===== src/rtl/idexm_buffer.sv =====
// Decode to execute-memory pipeline register: two-word instruction assembly,
// load-use bubble insertion and branch-flush squash.
//
// state    | meaning
// NORMAL   | capturing one-word instructions, hazard check active
// WAIT_IMM | opcode word held, waiting for the trailing immediate word
module idexm_buffer #(
  parameter int CTRL_W = 24,
  parameter int DATA_W = 16
) (
  input  logic              i_clk,
  input  logic              i_reset,
  input  logic              i_flush,
  input  logic              i_stall,
  input  logic              i_in_valid,
  input  logic [CTRL_W-1:0] i_ctrl,
  input  logic              i_mem_read,
  input  logic              i_mem_write,
  input  logic              i_write_back,
  input  logic              i_imm,
  input  logic [DATA_W-1:0] i_data1,
  input  logic [DATA_W-1:0] i_data2,
  input  logic [2:0]        i_rs,
  input  logic [2:0]        i_rt,
  input  logic              i_rs_used,
  input  logic              i_rt_used,
  input  logic [2:0]        i_write_addr,
  input  logic [DATA_W-1:0] i_fetch_word,
  output logic              o_valid,
  output logic [CTRL_W-1:0] o_ctrl,
  output logic              o_mem_read,
  output logic              o_mem_write,
  output logic              o_write_back,
  output logic              o_imm,
  output logic [DATA_W-1:0] o_data1,
  output logic [DATA_W-1:0] o_data2,
  output logic [2:0]        o_rs,
  output logic [2:0]        o_write_addr,
  output logic [DATA_W-1:0] o_immediate,
  output logic              o_hold_upstream
);

  typedef enum logic [0:0] {NORMAL, WAIT_IMM} state_t;

  state_t r_state, w_state_nxt;

  logic [CTRL_W-1:0] r_h_ctrl;
  logic              r_h_mem_read, r_h_mem_write, r_h_write_back;
  logic [DATA_W-1:0] r_h_data1, r_h_data2;
  logic [2:0]        r_h_rs, r_h_write_addr;

  logic              r_valid, r_mem_read, r_mem_write, r_write_back, r_imm;
  logic [CTRL_W-1:0] r_ctrl;
  logic [DATA_W-1:0] r_data1, r_data2, r_immediate;
  logic [2:0]        r_rs, r_write_addr;

  logic              w_loaduse, w_cap_hold, w_load_out;
  logic              w_valid, w_mem_read, w_mem_write, w_write_back, w_imm;
  logic [CTRL_W-1:0] w_ctrl;
  logic [DATA_W-1:0] w_data1, w_data2, w_immediate;
  logic [2:0]        w_rs, w_write_addr;

  // Only checked on entry in NORMAL; the immediate word of a two-word op reads no registers.
  assign w_loaduse = r_valid & r_mem_read & r_write_back & i_in_valid & (r_state == NORMAL) &
                     ((i_rs_used & (i_rs == r_write_addr)) | (i_rt_used & (i_rt == r_write_addr)));

  assign o_hold_upstream = ~i_flush & (i_stall | w_loaduse);

  always_comb begin
    w_state_nxt  = r_state;
    w_cap_hold   = 1'b0;
    w_load_out   = 1'b1;
    w_valid      = 1'b0;
    w_ctrl       = '0;
    w_mem_read   = 1'b0;
    w_mem_write  = 1'b0;
    w_write_back = 1'b0;
    w_imm        = 1'b0;
    w_data1      = '0;
    w_data2      = '0;
    w_rs         = '0;
    w_write_addr = '0;
    w_immediate  = '0;
    if (i_flush) begin
      w_state_nxt = NORMAL;
    end else if (i_stall) begin
      w_load_out = 1'b0;
    end else if (!w_loaduse) begin
      case (r_state)
        NORMAL: begin
          if (i_in_valid && !i_imm) begin
            w_valid      = 1'b1;
            w_ctrl       = i_ctrl;
            w_mem_read   = i_mem_read;
            w_mem_write  = i_mem_write;
            w_write_back = i_write_back;
            w_data1      = i_data1;
            w_data2      = i_data2;
            w_rs         = i_rs;
            w_write_addr = i_write_addr;
          end else if (i_in_valid && i_imm) begin
            w_cap_hold  = 1'b1;
            w_state_nxt = WAIT_IMM;
          end
        end
        WAIT_IMM: begin
          if (i_in_valid) begin
            w_valid      = 1'b1;
            w_ctrl       = r_h_ctrl;
            w_mem_read   = r_h_mem_read;
            w_mem_write  = r_h_mem_write;
            w_write_back = r_h_write_back;
            w_imm        = 1'b1;
            w_data1      = r_h_data1;
            w_data2      = r_h_data2;
            w_rs         = r_h_rs;
            w_write_addr = r_h_write_addr;
            w_immediate  = i_fetch_word;
            w_state_nxt  = NORMAL;
          end
        end
        default: w_state_nxt = NORMAL;
      endcase
    end
  end

  always_ff @(posedge i_clk or posedge i_reset) begin
    if (i_reset) r_state <= NORMAL;
    else         r_state <= w_state_nxt;
  end

  always_ff @(posedge i_clk or posedge i_reset) begin
    if (i_reset) begin
      r_h_ctrl       <= '0;
      r_h_mem_read   <= 1'b0;
      r_h_mem_write  <= 1'b0;
      r_h_write_back <= 1'b0;
      r_h_data1      <= '0;
      r_h_data2      <= '0;
      r_h_rs         <= '0;
      r_h_write_addr <= '0;
    end else if (w_cap_hold) begin
      r_h_ctrl       <= i_ctrl;
      r_h_mem_read   <= i_mem_read;
      r_h_mem_write  <= i_mem_write;
      r_h_write_back <= i_write_back;
      r_h_data1      <= i_data1;
      r_h_data2      <= i_data2;
      r_h_rs         <= i_rs;
      r_h_write_addr <= i_write_addr;
    end
  end

  always_ff @(posedge i_clk or posedge i_reset) begin
    if (i_reset) begin
      r_valid      <= 1'b0;
      r_ctrl       <= '0;
      r_mem_read   <= 1'b0;
      r_mem_write  <= 1'b0;
      r_write_back <= 1'b0;
      r_imm        <= 1'b0;
      r_data1      <= '0;
      r_data2      <= '0;
      r_rs         <= '0;
      r_write_addr <= '0;
      r_immediate  <= '0;
    end else if (w_load_out) begin
      r_valid      <= w_valid;
      r_ctrl       <= w_ctrl;
      r_mem_read   <= w_mem_read;
      r_mem_write  <= w_mem_write;
      r_write_back <= w_write_back;
      r_imm        <= w_imm;
      r_data1      <= w_data1;
      r_data2      <= w_data2;
      r_rs         <= w_rs;
      r_write_addr <= w_write_addr;
      r_immediate  <= w_immediate;
    end
  end

  assign o_valid      = r_valid;
  assign o_ctrl       = r_ctrl;
  assign o_mem_read   = r_mem_read;
  assign o_mem_write  = r_mem_write;
  assign o_write_back = r_write_back;
  assign o_imm        = r_imm;
  assign o_data1      = r_data1;
  assign o_data2      = r_data2;
  assign o_rs         = r_rs;
  assign o_write_addr = r_write_addr;
  assign o_immediate  = r_immediate;

endmodule


===== config.mk =====
export PLATFORM = sky130hd
export DESIGN_NAME = idexm_buffer
export DESIGN_NICKNAME = d
export VERILOG_FILES = /design/src/rtl/idexm_buffer.sv
export SDC_FILE = /design/constraint.sdc
export NUM_CORES = 1
export LEC_CHECK = 0
export ABC_AREA = 1
export ABC_CLOCK_PERIOD_IN_PS = 12400
export BUFFER_PORTS_ARGS = -buffer_cell sky130_fd_sc_hd__clkbuf_2
export CORE_MARGIN = 10
export CORE_UTILIZATION = 55
export CTS_BUF_LIST = sky130_fd_sc_hd__clkbuf_2 sky130_fd_sc_hd__clkbuf_4 sky130_fd_sc_hd__clkbuf_8
export CTS_CLUSTER_SIZE = 20
export DETAILED_ROUTE_END_ITERATION = 8
export HOLD_SLACK_MARGIN = 0.02
export PLACE_DENSITY = 0.82
export SLEW_MARGIN = 10
export SYNTH_ARGS = -nofsm -noshare
export SYNTH_HDL_FRONTEND = slang
export SYNTH_SLANG_ARGS = --single-unit

===== constraint.sdc =====
create_clock -name i_clk -period 12.4 [get_ports i_clk]
set_clock_uncertainty 0.15 [all_clocks]
set_input_delay 0.62 -clock i_clk [delete_from_list [all_inputs] [get_ports i_clk]]
set_output_delay 0.62 -clock i_clk [all_outputs]
set_load 0.005 [all_outputs]

; Word level (Yosys, flattened, before mapping)
; Index checks and enable logic that the tools add are counted.
[totals]
input_bits = 92
register_bits = 149
output_inout_bits = 84
elab_cells = 116
[op_classes]
reduce_logical = 4
mux = 76
bitwise_logic = 12
n_eq_ne = 4
[ops]
columns = operator, n
row1 = 2-to-1 mux 16 bit, 15
row2 = 2-to-1 mux 24 bit, 5
row3 = one-hot mux 16 bit (2 select lines), 2
row4 = one-hot mux 24 bit (2 select lines), 1
row5 = 2-to-1 mux 1 bit, 36
row6 = 2-to-1 mux 3 bit, 10
row7 = one-hot mux 3 bit (2 select lines), 2
row8 = one-hot mux 1 bit (2 select lines), 5
row9 = bitwise AND 1 bit, 8
row10 = == test 3 bit, 2
row11 = != test 2 bit (second input constant), 2
row12 = logical AND 1 bit, 2
row13 = inverter 1 bit, 2
row14 = OR 1 bit, 2
row15 = AND reduction 2 bit, 1
row16 = zero test 1 bit, 1

; Depth between registers and ports, before layout
; Gate-level depths: netlist (run 1).
[depth]
depth_word = 8
mapped_depth = 12
depth_no_buf = 10

; Least setup slack after synthesis (run 1)
; OpenSTA, ideal clock, no wires.
[synth_path]
path_kind = input to output
start = input port i_rt[0]
end = output port o_hold_upstream
path_buffers = 1
setup_slack_ns = 10.251
required_time_ns = 11.630
path_stages = 9
arrival_ns = 1.379
path_cell_list = inv_1 > nand2_1 > nand2_1 > nor2_1 > nand2_1 > nand2_1 > nand2_2 > buf_4 > o21ai_0
[synth_between]
elab_chain_cells = 6
[synth_rtl]
columns = item, line
row1 = start: declaration, 24  ; input logic [2:0] i_rt,
row2 = == test 3 bit, 65  ; ((i_rs_used & (i_rs == r_write_addr)) | (i_rt_used & (i_rt == r_write_addr)));
row3 = bitwise AND 1 bit, 65
row4 = OR 1 bit, 65
row5 = bitwise AND 1 bit, 64  ; assign w_loaduse = r_valid & r_mem_read & r_write_back & i_in_valid & (r_state == NORMAL) &
row6 = OR 1 bit, 67  ; assign o_hold_upstream = ~i_flush & (i_stall | w_loaduse);
row7 = bitwise AND 1 bit, 67
row8 = end: declaration, 40  ; output logic o_hold_upstream
; Every way passes these cells.

; Final worst setup path (run 1)
[layout_path]
start = register r_state
end = register r_h_ctrl[12]
[layout_between]
elab_chain_cells = 6
elab_cells_between_ends = 7
classes_between = mux (4) / bitwise (3)
[layout_rtl]
columns = item, line
row1 = start: declaration, 45  ; state_t r_state, w_state_nxt;
row2 = start signal: assignment, 129  ; else r_state <= w_state_nxt;
row3 = inverter 1 bit, n/a
row4 = bitwise AND 1 bit (2 in series), 64
row5 = 2-to-1 mux 1 bit *, 88  ; end else if (!w_loaduse) begin
row6 = 2-to-1 mux 1 bit *, 86  ; end else if (i_stall) begin
row7 = 2-to-1 mux 1 bit *, 84  ; if (i_flush) begin
row8 = end signal: assignment, 143  ; r_h_ctrl <= i_ctrl;
row9 = end: declaration, 47  ; logic [CTRL_W-1:0] r_h_ctrl;
; Mark *: on every way between the ends. The rest lies on a longest branch, timed or not.
; A chain may end at the register's enable or synchronous reset.

==> flow_summary.json, run 1 <==
{
  "cp-start-kind": "flop",
  "root_buffer": "clkbuf_8",
  "die_w_um": 132.9,
  "synth_area_leaders": "dfrtp_1 (53%), nand2_1 (20%), nand3_1 (7.1%), nand4_1 (5.9%), a32o_1 (2.3%)",
  "gr-total-overflow": 0,
  "postRouteWirelength_mm": 19.82,
  "ys_ff_latch": 149,
  "vias": 6523,
  "die_h_um": 132.9,
  "worstSetupEndpointType": "flop",
  "worstMarginPinSlew_ns": 1.048,
  "yosys_warnings": 0,
  "initial_utilization_pct": 55.80,
  "synth_area_um2": 7013,
  "io_pins": 176,
  "slew_headroom_pct": 29.94,
  "cts_setup_buffers": 0,
  "dpl.cell_count": 1131,
  "path_clk_slew_ns": 0.08,
  "io_buffers": 175,
  "worstPathMaxFanout": 87,
  "drv_slew": 0,
  "h-tree-depth": 4,
  "hpwl_mm": 12.76,
  "synth_nets": 937,
  "drc_errors": 0,
  "grt_max_degree": 88,
  "setup_viol": 0,
  "status": "complete, no violations",
  "die-area_um2": 17670,
  "antenna_found_initial": 0,
  "area_growth_pct": 18.09,
  "post_cts_resized": 0,
  "grt_use_total_pct": 22.59,
  "avgSynthCellArea_um2": 8.299,
  "core_um2": 12570,
  "synthCells": 845,
  "period_share_pct": 28.16,
  "drt_iter0_markers": 666,
  "rsz0062_at_grt": "no",
  "cts_hold_buf": 0,
  "powerDensity_nw_per_um2": 132.5,
  "yosysTopAreaCell": "dfrtp_1",
  "drive_gt1_share_pct": 23.84,
  "clockBufferDepth": 2,
  "synth_top_area_share_pct": 53.17,
  "power_mw": 1.097,
  "cts_sinks": 149,
  "maxCapViolCount": 0,
  "insertion_delay_ns": 0.45,
  "hold_violations": 0,
  "synth-seq-area-share_pct": 53.17,
  "ir_worst_vdd_uv": 82.93,
  "nFillCells": 1097,
  "firstDrtPassIters": 5,
  "design_area_um2": 8282,
  "row_count": 41,
  "viasPerCell": 5.614,
  "cts_buffers": 17,
  "synthDistinctLibCells": 23,
  "n_antenna_cell": 0,
  "fin_crit_ns": 3.492,
  "cts_tree": "yes",
  "cp.arrival_ns": 3.68,
  "gp_congestion": 0.8164,
  "p_leak_nw": 4.703,
  "required_ns": 12.58,
  "final_common_cell": "nand2_1",
  "grt_pass1_vias": 6630,
  "finalSetupTns_ns": 0,
  "final_cell_mix": "nand2_1 (375), clkbuf_2 (175), dfrtp_1 (149)",
  "wl_per_cell_um": 17.05,
  "ant_nets": 0,
  "grt_pass1_wl_mm": 33.09,
  "fin_worst_hold_slack_ns": 0.1272,
  "fmax_mhz": 286.3,
  "placed_area_um2": 7841,
  "final_nets": 1070,
  "path_class": "flop to flop",
  "min_path_type": "primary input to asynchronous set/reset pin",
  "instances_no_fill": 1162
}
sequential cells by signal (all words and copies together), names as in the netlist:
signal,count
o_ctrl,24
o_data1,16
o_data2,16
o_imm,1
o_immediate,16
o_mem_read,1
o_mem_write,1
o_rs,3
o_valid,1
o_write_addr,3
o_write_back,1
r_h_ctrl,24
r_h_data1,16
r_h_data2,16
r_h_mem_read,1
r_h_mem_write,1
r_h_rs,3
r_h_write_addr,3
r_h_write_back,1
r_state,1
per-layer routing:
metal | routed length [um] | GRT usage [%] | vias up
met3 | 1563 | 6.435 | 26
met4 | 426 | 8.619 | 0
li1 | - | - | 3071
met5 | 0 | 0 | -
met1 | 8488 | 28.80 | 3135
met2 | 9338 | 35.61 | 291
metrics by stage:
step,setup slack [ns],util (%)
2_1_floorplan,7.622,-
6_report,8.908,65.89
5_1_grt,8.704,65.89
4_1_cts,8.936,65.89
3_5_place_dp,8.665,62.39
3_3_place_gp,8.699,62.39
layout make-up:
cell class	instances	area (um2)	area share [%]
clock inverters	9	150.1	1.813
flip-flops and latches	149	3729	45.02
inverters	16	65.06	0.7856
well taps	172	215.2	2.599
clock buffers	22	290.3	3.505
repair buffers	184	943.4	11.39
multi-input cells	610	2889	34.88
synthesized netlist by cell type:
library cell  instances
nand2_1             375
dfrtp_1             149
nand3_1             100
nand4_1              66
clkbuf_1             30
buf_2                27
a32o_1               16
inv_1                15
o21bai_1             12
o21bai_2             10
nor2_1                9
o21ai_0               9
buf_6                 6
a22oi_1               5
buf_4                 5
buf_1                 2
nand2_2               2
nor3_1                2
a22o_1                1
inv_2                 1
nand3_2               1
nor2_2                1
nor3_4                1
cells by family after synthesis:
kind of cell | Yosys count | share of synthesized area (%)
flops | 149 | 53.17
buf+inv | 86 | 5.995
simple gates | 557 | 34.36
compound gates | 53 | 6.476
critical path, cell delays in order, from the launching register on:
cell and delay (ns):
dfrtp_1 0.47, nor3_4 0.60, buf_4 0.81, nand3_2 0.64, buf_4 0.49, nand2_1 0.12
nand2_1 0.07
path summary, 6_finish.rpt:
kind / startpoint / end / slack (ns) / cells after the start
worst max register to register: r_state$_DFFE_PP0P_ / r_h_ctrl[12]$_DFFE_PP0P_ / 8.91 / 6
worst min-delay path: i_reset / o_immediate[10]$_DFFE_PP0P_ / 0.13 / 2
worst max-delay path: r_state$_DFFE_PP0P_ / r_h_ctrl[12]$_DFFE_PP0P_ / 8.91 / 6
min in group i_clk: i_data1[2] / r_h_data1[2]$_DFFE_PP0P_ / 0.27 / 3
max in group asynchronous: i_reset / o_ctrl[10]$_DFFE_PP0P_ / 10.60 / 3
worst min register to register: r_h_data1[4]$_DFFE_PP0P_ / r_h_data1[4]$_DFFE_PP0P_ / 0.33 / 2
report_power, final:
| part | switching [mW] | leakage [nW] | internal (mW) |
|---|---|---|---|
| logic | 0.0811 | 2.50 | 0.0415 |
| clock network | 0.175 | 0.222 | 0.238 |
| registers | 0.0277 | 1.98 | 0.534 |
No activity file was read; power rests on OpenSTA's default activity.
==> run 2, diff against run 1 <==
- ABC_CLOCK_PERIOD_IN_PS: 12400 -> 3040
- CORE_UTILIZATION: 55 -> 50
- PLACE_DENSITY: 0.82 -> 0.79
- clock period: 12.4 -> 3.04 ns (I/O delays scaled with it)
==> run 2 against run 1 <==
Global-route usage shrank 0.17 points. Design area grew 13%. Via count grew 6.7%. Clock power grew to 4.6 times the previous value. Sequential power grew to 4.1 times the previous value. Largest cell class unchanged. Die area grew 8.5%. Critical endpoint is now o_hold_upstream. Flip-flop and latch count is the same.
==> flow_summary.json, run 2 (synthesis gave the netlist of run 1 again) <==
{
  "status": "complete, no violations",
  "fin_crit_ns": 2.405,
  "cpMostUsedCell": "clkbuf_2",
  "grt_max_degree": 69,
  "rsz0062_at_grt": "no",
  "grt_pass1_vias": 7036,
  "p_leak_nw": 5.154,
  "insertion_delay_ns": 0.45,
  "ir_worst_vdd_uv": 309.8,
  "post_cts_resized": 0,
  "nFillCells": 1064,
  "path_class": "primary input to primary output",
  "postRouteWirelength_mm": 21.90,
  "r2r-end": "o_valid$_DFFE_PP0P_",
  "cts_sinks": 149,
  "cp-start-kind": "primary input",
  "regArea_um2": 3729,
  "path_clk_slew_ns": 0.08,
  "hpwl_mm": 13.44,
  "die-area_um2": 19160,
  "h-tree-depth": 4,
  "cts_buffers": 17,
  "powerDensity_nw_per_um2": 514.5,
  "io_pins": 176,
  "viasPerCell": 5.478,
  "final_cell_mix": "nand2_1 (375), clkbuf_2 (175), dfrtp_1 (149)",
  "core_um2": 13830,
  "area_growth_pct": 33.45,
  "grt_pass1_wl_mm": 36.10,
  "required_ns": 2.74,
  "cp_top_family": "buffers and inverters",
  "firstDrtPassIters": 5,
  "worst-r2r-cell-count": 10,
  "wl_per_cell_um": 17.25,
  "crit_chain": "dlygate4sd3_1, clkbuf_2, inv_1, nor3_1, nand2_4, o21ai_0, clkbuf_2",
  "cp-startpoint": "i_in_valid",
  "gp_congestion": 0.8174,
  "gr-total-overflow": 0,
  "drive_gt1_share_pct": 22.54,
  "fmax_mhz": 415.8,
  "io_buffers": 175,
  "row_count": 43,
  "period_share_pct": 79.11,
  "slew_headroom_pct": 55.78,
  "grt_use_total_pct": 22.41,
  "drv_slew": 0,
  "design_area_um2": 9359,
  "final_nets": 1167,
  "ant_nets": 0,
  "min_path_type": "primary input to asynchronous set/reset pin",
  "cp_slowest_cell": "dlygate4sd3_1",
  "initial_utilization_pct": 50.72,
  "hold_violations": 0,
  "final_common_cell": "nand2_1",
  "finalSetupTns_ns": 0,
  "setup_viol": 0,
  "placed_area_um2": 7968,
  "cts_tree": "yes",
  "r2r_start": "o_write_addr[2]$_DFFE_PP0P_",
  "die_h_um": 138.4,
  "worstSetupEndpointType": "primary output",
  "cp.arrival_ns": 2.10,
  "clockBufferDepth": 2,
  "die_w_um": 138.4,
  "worstPathMaxFanout": 41,
  "drc_errors": 0,
  "antenna_found_initial": 2,
  "vias": 6957,
  "multi_input_area_um2": 2889,
  "worstMarginPinSlew_ns": 0.6582,
  "reg2reg_slack_ns": 0.90,
  "maxCapViolCount": 0,
  "root_buffer": "clkbuf_8",
  "crit_buf_inv": 4,
  "drt_iter0_markers": 586,
  "cp_slowest_stage_delay_ns": 0.57
}
==> run 2: cell type report <==
cell class | instances | share of cell area (%)
inverters | 16 | 0.6818
clock inverters | 8 | 2.059
diodes | 3 | 0.08021
flip-flops and latches | 149 | 39.84
clock buffers | 23 | 3.316
well taps | 180 | 2.406
repair buffers | 281 | 20.75
multi-input cells | 610 | 30.87
==> run 2: what timing repair did <==
item / 4_1_cts / 5_1_grt
hold buffers: 88 / 0
hold endpoints to repair: 296 / 0
setup endpoints to repair: 0 / 0
buffers inserted: 0 / 0
==> run 2: per-layer routing <==
| layer | routed length [um] | GRT usage [%] |
|---|---|---|
| met5 | 0 | 0 |
| met4 | 461 | 8.824 |
| met3 | 1570 | 5.959 |
| met2 | 10510 | 35.82 |
| met1 | 9359 | 28.35 |
==> run 2: report_power, final <==
group	switching [mW]	internal (mW)
Sequential	0.114	2.18
Clock	0.736	1.17
Combinational	0.358	0.254
==> run 2: tightest hold or removal path: stages <==
cell	delay, ns
dlygate4sd3_1	0.54
clkbuf_2	0.12
clkinvlp_4	0.26
==> run 2: worst max-delay path by stage <==
stage	end	slack, ns	depth (start not counted)
finish	o_hold_upstream	0.63	7
global route	o_hold_upstream	0.46	9
CTS	o_hold_upstream	0.65	4
detailed placement	r_h_ctrl[23]$_DFFE_PP0P_	0.94	6
global placement	o_valid$_DFFE_PP0P_	0.97	10
floorplan	o_ctrl[0]$_DFFE_PP0P_	0.86	1
==> run 2: per-stage QoR <==
| stage | util (%) | cells | hold WS [ns] | setup WS (ns) | power, mW |
|---|---|---|---|---|---|
| after global routing | 67.65 | 1268 | 0.08586 | 0.4610 | 5.005 |
| after global placement | 57.62 | 1148 | -0.01147 | 0.9688 | 2.820 |
| after detailed placement | 57.62 | 1148 | -0.01251 | 0.9409 | 2.842 |
| final | 67.69 | 1270 | 0.07355 | 0.6350 | 4.815 |
| after CTS | 67.63 | 1267 | 0.04313 | 0.6491 | 4.833 |
| after floorplan | - | 845 | 0.1473 | 0.8630 | 2.618 |
